$ cat src/rtl/mem_stage_pkg.sv
// Shared processor package: MEM-stage opcode constants, stack pointer reset value
// and the opcode classifier used by mem_stage.
package mem_stage_pkg;

    localparam logic [3:0] OP_NOP   = 4'h0;
    localparam logic [3:0] OP_LOAD  = 4'hC;
    localparam logic [3:0] OP_STORE = 4'hD;
    localparam logic [3:0] OP_PUSH  = 4'hE;
    localparam logic [3:0] OP_POP   = 4'hF;

    localparam logic [7:0] SP_INIT  = 8'hFF;

    typedef enum logic [2:0] {
        K_NOP   = 3'd0,
        K_ALU   = 3'd1,
        K_LOAD  = 3'd2,
        K_STORE = 3'd3,
        K_PUSH  = 3'd4,
        K_POP   = 3'd5
    } op_kind_e;

    // Stack opcodes collapse to NOP when the stack is not built.
    function automatic op_kind_e decode_op(input logic [3:0] opcode, input logic stack_en);
        op_kind_e kind;
        case (opcode)
            OP_NOP:   kind = K_NOP;
            OP_LOAD:  kind = K_LOAD;
            OP_STORE: kind = K_STORE;
            OP_PUSH:  kind = stack_en ? K_PUSH : K_NOP;
            OP_POP:   kind = stack_en ? K_POP  : K_NOP;
            default:  kind = K_ALU;
        endcase
        return kind;
    endfunction

endpackage

$ cat src/rtl/mem_stage_data_ram.sv
// Data RAM for the MEM stage: DEPTH x 8, one synchronous write port and one
// asynchronous read port. Contents are deliberately not reset.
module data_ram #(
    parameter int DEPTH = 256
) (
    input  logic       clk,
    input  logic       we,
    input  logic [7:0] waddr,
    input  logic [7:0] wdata,
    input  logic [7:0] raddr,
    output logic [7:0] rdata
);

    logic [7:0] mem_r [DEPTH];

    // Storage write port
    always_ff @(posedge clk) begin
        if (we) begin
            mem_r[waddr] <= wdata;
        end
    end

    assign rdata = mem_r[raddr];

endmodule

$ cat src/rtl/mem_stage.sv
// MEM pipeline stage: loads, stores, optional stack ops, registered MEM/WB bundle.
// Stack (PUSH/POP and the SP register) is built only when MEM_STAGE_STACK_EN is defined.
module mem_stage #(
    parameter int         DEPTH   = 256,
    parameter logic [7:0] SP_INIT = mem_stage_pkg::SP_INIT
) (
    input  logic       clk,
    input  logic       reset,
    input  logic       flush,
    input  logic       stall,
    input  logic [7:0] EXMEM_result,
    input  logic [7:0] EXMEM_operand_b,
    input  logic [7:0] EXMEM_address,
    input  logic [3:0] EXMEM_opcode,
    input  logic [1:0] EXMEM_ra,
    input  logic [1:0] EXMEM_rb,
    input  logic       EXMEM_valid,
    input  logic [3:0] EXMEM_flags,
    output logic [7:0] MEMWB_data,
    output logic [1:0] MEMWB_ra,
    output logic       MEMWB_wen,
    output logic       MEMWB_valid,
    output logic [3:0] MEMWB_flags,
    output logic [7:0] sp_out
);

    import mem_stage_pkg::*;

`ifdef MEM_STAGE_STACK_EN
    localparam logic STACK_EN = 1'b1;
`else
    localparam logic STACK_EN = 1'b0;
`endif

    op_kind_e   kind_s;
    logic       live_s;
    logic [7:0] sp_s;
    logic       ram_we_s;
    logic [7:0] ram_waddr_s;
    logic [7:0] ram_wdata_s;
    logic [7:0] ram_raddr_s;
    logic [7:0] ram_rdata_s;
    logic [7:0] data_nxt_s;
    logic       wen_nxt_s;
    logic [1:0] rb_unused_s;

    assign kind_s      = decode_op(EXMEM_opcode, STACK_EN);
    assign live_s      = EXMEM_valid & ~stall & ~flush;
    assign rb_unused_s = EXMEM_rb;

    // RAM port steering; the reset term stops a write landing on the edge reset is low
    always_comb begin
        ram_we_s    = 1'b0;
        ram_waddr_s = EXMEM_address;
        ram_wdata_s = EXMEM_operand_b;
        ram_raddr_s = EXMEM_address;
        case (kind_s)
            K_STORE: ram_we_s = live_s & reset;
            K_PUSH: begin
                ram_we_s    = live_s & reset;
                ram_waddr_s = sp_s;
            end
            K_POP:   ram_raddr_s = sp_s + 8'd1;
            default: ram_we_s = 1'b0;
        endcase
    end

    data_ram #(
        .DEPTH (DEPTH)
    ) u_data_ram (
        .clk   (clk),
        .we    (ram_we_s),
        .waddr (ram_waddr_s),
        .wdata (ram_wdata_s),
        .raddr (ram_raddr_s),
        .rdata (ram_rdata_s)
    );

    // Write-back data selection
    always_comb begin
        data_nxt_s = 8'h00;
        wen_nxt_s  = 1'b0;
        case (kind_s)
            K_LOAD, K_POP: begin
                data_nxt_s = ram_rdata_s;
                wen_nxt_s  = live_s;
            end
            K_ALU: begin
                data_nxt_s = EXMEM_result;
                wen_nxt_s  = live_s;
            end
            default: begin
                data_nxt_s = 8'h00;
                wen_nxt_s  = 1'b0;
            end
        endcase
    end

    // MEM/WB bundle: flush bubbles even while stalled, stall freezes
    always_ff @(posedge clk or negedge reset) begin
        if (!reset) begin
            MEMWB_data  <= 8'h00;
            MEMWB_ra    <= 2'd0;
            MEMWB_wen   <= 1'b0;
            MEMWB_valid <= 1'b0;
            MEMWB_flags <= 4'h0;
        end else if (flush) begin
            MEMWB_data  <= 8'h00;
            MEMWB_ra    <= 2'd0;
            MEMWB_wen   <= 1'b0;
            MEMWB_valid <= 1'b0;
            MEMWB_flags <= 4'h0;
        end else if (!stall) begin
            MEMWB_data  <= data_nxt_s;
            MEMWB_ra    <= EXMEM_ra;
            MEMWB_wen   <= wen_nxt_s;
            MEMWB_valid <= EXMEM_valid;
            MEMWB_flags <= EXMEM_flags;
        end
    end

`ifdef MEM_STAGE_STACK_EN
    logic [7:0] sp_r;

    // Stack pointer: descending stack, SP names the next free slot
    always_ff @(posedge clk or negedge reset) begin
        if (!reset) begin
            sp_r <= SP_INIT;
        end else if (live_s && kind_s == K_PUSH) begin
            sp_r <= sp_r - 8'd1;
        end else if (live_s && kind_s == K_POP) begin
            sp_r <= sp_r + 8'd1;
        end
    end

    assign sp_s = sp_r;
`else
    assign sp_s = SP_INIT;
`endif

    assign sp_out = sp_s;

endmodule

$ cat config.mk
export PLATFORM = sky130hd
export DESIGN_NAME = mem_stage
export DESIGN_NICKNAME = d
export VERILOG_FILES = /design/src/rtl/mem_stage_pkg.sv /design/src/rtl/mem_stage_data_ram.sv /design/src/rtl/mem_stage.sv
export SDC_FILE = /design/constraint.sdc
export NUM_CORES = 2
export LEC_CHECK = 0
export ABC_AREA = 1
export BUFFER_PORTS_ARGS = -buffer_cell sky130_fd_sc_hd__buf_2
export CORE_UTILIZATION = 45
export DETAILED_ROUTE_END_ITERATION = 10
export MAX_ROUTING_LAYER = met4
export PLACE_DENSITY = 0.63
export SETUP_SLACK_MARGIN = 0.1
export SLEW_MARGIN = 10
export SYNTH_ARGS = -nofsm -noshare
export SYNTH_HDL_FRONTEND = slang
export SYNTH_SLANG_ARGS = --single-unit
$ cat constraint.sdc
create_clock -name clk -period 3.2 [get_ports clk]
set_input_delay 0 -clock clk [delete_from_list [all_inputs] [get_ports clk]]
set_output_delay 0 -clock clk [all_outputs]
set_load 0.01 [all_outputs]
Word level (Yosys, flattened, before mapping)
Memory sizes are Yosys's and may differ from the RTL's.
Index checks and enable logic that the tools add are counted.

cells by class
  equality and inequality tests = 10
  multiplexer cells = 18
  bitwise operators = 5
  reduce and logical (&&, ||, !) cells = 5

operator list
  kind                                           count
  two-way mux 8 bit                              4
  == test 4 bit, second input constant           4
  case mux 8 bit (2 select lines)                1
  two-way mux 1 bit                              8
  two-way mux 4 bit                              2
  == test 3 x 2 -> 1 bit, second input constant  2
  == test 3 bit, second input constant           2
  case mux 2 bit (3 select lines)                1
  OR reduction 3 bit                             2
  logical NOT 4 bit                              1
  two-way mux 2 bit                              2
  OR reduction 2 bit                             2
  bitwise AND 1 bit                              3
  == test 3 x 1 -> 1 bit, second input constant  1
  inequality test 2 bit, second input constant   1
  inverter 1 bit                                 2

word-level totals
  register bits = 16
  memory bits (writable) = 2048
  input port bits = 41
  output and inout bits = 24
  memories kept = 1

memory list
  memory            depth  bits a word  read ports  clocked after memory_dff  wr ports  line                      source
  u_data_ram.mem_r  256    8            1           0                         1         mem_stage_data_ram.sv:14  logic [7:0] mem_r [DEPTH];

Logic depth before layout (Yosys ltp)
An unclocked memory read counts as a cell.

  depth after elaboration = 9
  depth in mapped cells = 19
  gate-level depth less buffers = 17

Cells and area by module
A second synthesis with hierarchy kept.

second synthesis, totals
  cell total of the unflattened synthesis = 7115
  area total of the unflattened synthesis = 84109.4 um2

modules (own cells, without submodules)
  module     times used  cells each  area an instance (um2)
  data_ram   1           6995        83236.1
  mem_stage  1           120         873.3

Worst setup path after synthesis
Ideal clock, no wire load.

  path type = input to register
  start point = in flush
  end point = mem u_data_ram.mem_r[12][0], enable pin
  setup time = 0.370 ns
  data arrival time = 1.651 ns
  required time = 2.830 ns
  slack = 1.179 ns
  cell stages on the path = 8
  path buffers = 1
  cell sequence = nor2_1 inv_1 nor2_1 nand4_1 nor3_1 nand2_1 buf_2 nor2_1

on the way
  word-level cells in the longest chain between the ends = 6

ends and longest elaborated chain
  element                                  line                              source
  start: declaration                       mem_stage.sv:9                    input logic flush,
  inverter 1 bit                           mem_stage.sv:48                   assign live_s = EXMEM_valid & ~stall & ~flush;
  bitwise AND 1 bit                        mem_stage.sv:48
  bitwise AND 1 bit                        mem_stage.sv:58, mem_stage.sv:60
  two-way mux 1 bit                        --
  two-way mux 1 bit                        mem_stage_data_ram.sv:18          if (we) begin
  two-way mux 1 bit (implied by the code)  mem_stage_data_ram.sv:19          mem_r[waddr] <= wdata;
  end: declaration                         mem_stage_data_ram.sv:14

Every way passes these cells.

Final worst setup path
  start point = in stall
  end point = mem u_data_ram.mem_r[164][4], enable pin

on the way
  word-level cells in the longest chain between the ends = 7

ends and longest elaborated chain
  element                                  line                              source
  start: declaration                       mem_stage.sv:10                   input logic stall,
  inverter 1 bit                           mem_stage.sv:48
  bitwise AND 1 bit (2 in series)          mem_stage.sv:48
  bitwise AND 1 bit                        mem_stage.sv:58, mem_stage.sv:60
  two-way mux 1 bit                        --
  two-way mux 1 bit                        mem_stage_data_ram.sv:18
  two-way mux 1 bit (implied by the code)  mem_stage_data_ram.sv:19

Every way passes these cells.

==> impl_metrics.toml <==
[outcome]
outcome = "complete, no violations"

[cts]
cts_sinks = 2064
cts.reportedPaths.clkPinSlew_ns = 0.06
cts_made_buffers = 205
clock_latency_ns = 0.85
cts_tree = "yes"
post_cts_buffers = 0
root_buffer = "clkbuf_16"
h-tree-depth = 4
cts_buffer_depth = 3

[critical_path]
worstPathRequired_ns = 3.67
r2r_start = "u_data_ram.mem_r[249][4]"
critPathMaxFanout = 14
path_delay_family = "simple AND/OR/NAND/NOR gates"
endpoint = "u_data_ram.mem_r[164][4]"
cp.depth = 11
cpPeakStageDelay_ns = 0.74
cpMostUsedCell = "nor2_1"
slowest_stage = "nor2_1"
reg2reg_to = "MEMWB_data[4]"
crit_type = "in -> reg"
crit_start = "stall"
path_buf_inv = 5
cp_data_arrival_time_ns = 3.61
worst_setup_path_start_kind = "input port"
endpoint_kind = "register"
rrSetupSlack_ns = 0.17
r2r_cells = 17
path_cells = "dlygate4sd3_1 -> buf_2 -> dlygate4sd3_1 -> nor2_1 -> inv_1 -> nor2_1 -> nand4_1 -> nor3_1 -> buf_4 -> nand2_1 -> nor2_1"

[floorplanning]
io_pins = 65
die_w_um = 438
initial_core_util_pct = 45.4
num_rows = 159
die_area_um2 = 192000
die_h_um = 438
core_area_um2 = 188000

[sta]
slew_viol_final = 0
period_needed_ns = 3.14
tns_ns = 0
setup_slack_ns = 0.0637
finalCritPeriodShare_pct = 98.0
clock.fmax_mhz = 319
skew_ns = 0.0446
rsz0062_at_grt = "true"
slew_headroom_pct = 32.0
worst_slew_pin_slew_ns = 1.02
finalHoldViolCount = 0
finalSetupViolations = 0

[synth]
synth_top_cell_area_share_pct = 71.8
synth_seq_area_share_pct = 72.3
syn_area_um2 = 85600
ys.warnings.count = 0
syn_area_per_cell_um2 = 10.4
synthTopCellsByArea = "edfxtp_1 (72%), nand2_1 (21%), nor2_1 (2.6%), buf_2 (1.2%), nand3_1 (1.1%)"
synth_top_cell_by_area = "edfxtp_1"
synth-seq-cells = 2064
syn-instance-count = 8201
synth.distinct_cells = 21

[hold_path]
hold_depth = 2
hold_class = "in -> reg"

[route]
met2_length_um = 106000
vias = 57800
drt_first_pass_iters = 8
wl_met1_um = 96200
highest_layer = "met4"
drc = 0
viasPerCell = 5.18
detail-route-antenna-nets = 0
drt_iter0_drc = 5711
wl_met3_um = 17500
wirelength_um = 228000
wl_per_cell_um = 20.4

[finish]
mostFrequentLayoutCell = "nand2_1"
drive_gt1_share_pct = 8.87
nets = 8526
final_cell_mix = "nand2_1 (4806), edfxtp_1 (2048), nor2_1 (551)"
areaGrowthSynthToFinish_pct = 14.7

[placed_design]
hpwl_um = 135000
post-place-ws_ns = 0.355
place.gp.congestion = 0.929
port_buffers = 54

[grt]
grt_pass1_wl_um = 340000
grt_pass1_vias = 55100
grt-ovfl-total = 0
grt_max_degree = 121
grt_usage_pct = 24.3
grt_antenna_before_repair = 9

[pwr]
switchingPower_uw = 12700
peakVddDrop_v = 0.000453
power.leakage_uw = 0.0393
clkPwrFrac_pct = 41.0
p_comb_share_pct = 6.2
power_density_nw_per_um2 = 572
seqPwrFrac_pct = 52.9
intPower_uw = 43500
p_sw_share_pct = 22.6

[flow_run]
cap_violations = 0
==> metrics by stage <==
step	instances	cell area [µm²]	total power, µW	utilization, %	hold slack [ns]
4_1_cts	11200	98000	56500	52.0	0.0840
3_3_place_gp	10700	91000	33600	48.3	-0.000778
6_report	11200	98200	56200	52.1	0.179
3_5_place_dp	10700	91000	33700	48.3	0.00601
5_1_grt	11200	98200	57800	52.1	0.173
2_1_floorplan	8208	85600	32000	-	-0.296
==> power by group through the flow <==
stage / registers (µW) / logic [µW] / clock network (µW)
global route: 29700 / 3790 / 24300
detailed placement: 30300 / 3370 / 0
CTS: 29700 / 3440 / 23300
global placement: 30300 / 3330 / 0
floorplan: 30300 / 1720 / 0
finish: 29700 / 3460 / 23000
==> cells in the mapped netlist <==
cell type	number
nor2_2	1
o21ai_0	16
nor3_1	3
clkinv_1	1
dfrtp_1	16
buf_1	34
buf_2	200
nand3_1	184
o21ai_1	27
conb_1	1
a21oi_1	33
clkbuf_1	180
a22o_1	6
nand4_1	1
nor2_1	593
nand2_1	4825
buf_4	11
buf_6	1
inv_2	3
edfxtp_1	2048
inv_1	17
==> sequential cells by signal, indices dropped and copies added, names as in the netlist <==
name / cells
MEMWB_valid: 1
MEMWB_wen: 1
MEMWB_flags: 4
u_data_ram.mem_r: 2048
MEMWB_ra: 2
MEMWB_data: 8
==> routing by layer <==
metal / vias to the layer above / GRT usage (%)
met4: 0 / 8.11
li1: 27400 / -
met5: - / -
met3: 379 / 3.33
met2: 2155 / 37.8
met1: 27900 / 33.1
==> logic make-up after synthesis <==
group | Yosys count | share of synthesized area (%)
AO/OA/AOI/OAI | 82 | 0.506
flip-flops | 2064 | 72.3
buffers and inverters | 447 | 2.31
other | 1 | 0.00438
AND/OR/NAND/NOR | 5607 | 24.9
==> area by class of cell <==
type                            count  area [µm²]
Multi-Input combinational cell   5697       22000
Sequential cell                  2064       61900
Fill cell                       16200       90200
Timing Repair Buffer              496        4710
Clock buffer                      261        5380
Inverter                           21         101
Antenna cell                        5        12.5
Clock inverter                    117        1010
Tap cell                         2495        3120
==> worst min path at each step <==
stage,startpoint,end,slack [ns]
final,EXMEM_operand_b[6],u_data_ram.mem_r[254][6],0.18
after global routing,EXMEM_operand_b[6],u_data_ram.mem_r[254][6],0.17
after CTS,flush,MEMWB_data[4],0.08
after detailed placement,reset,MEMWB_wen,0.006
after global placement,reset,MEMWB_valid,-0.0008
after floorplan,reset,MEMWB_data[0],-0.30
==> repair_timing <==
action                                 in CTS  in global routing
setup endpoints to repair                   0                371
hold buffers                               63                  0
endpoints found under the hold margin    1553                  0
resized for setup                           0                 48
(Power assumes the default switching activity.)
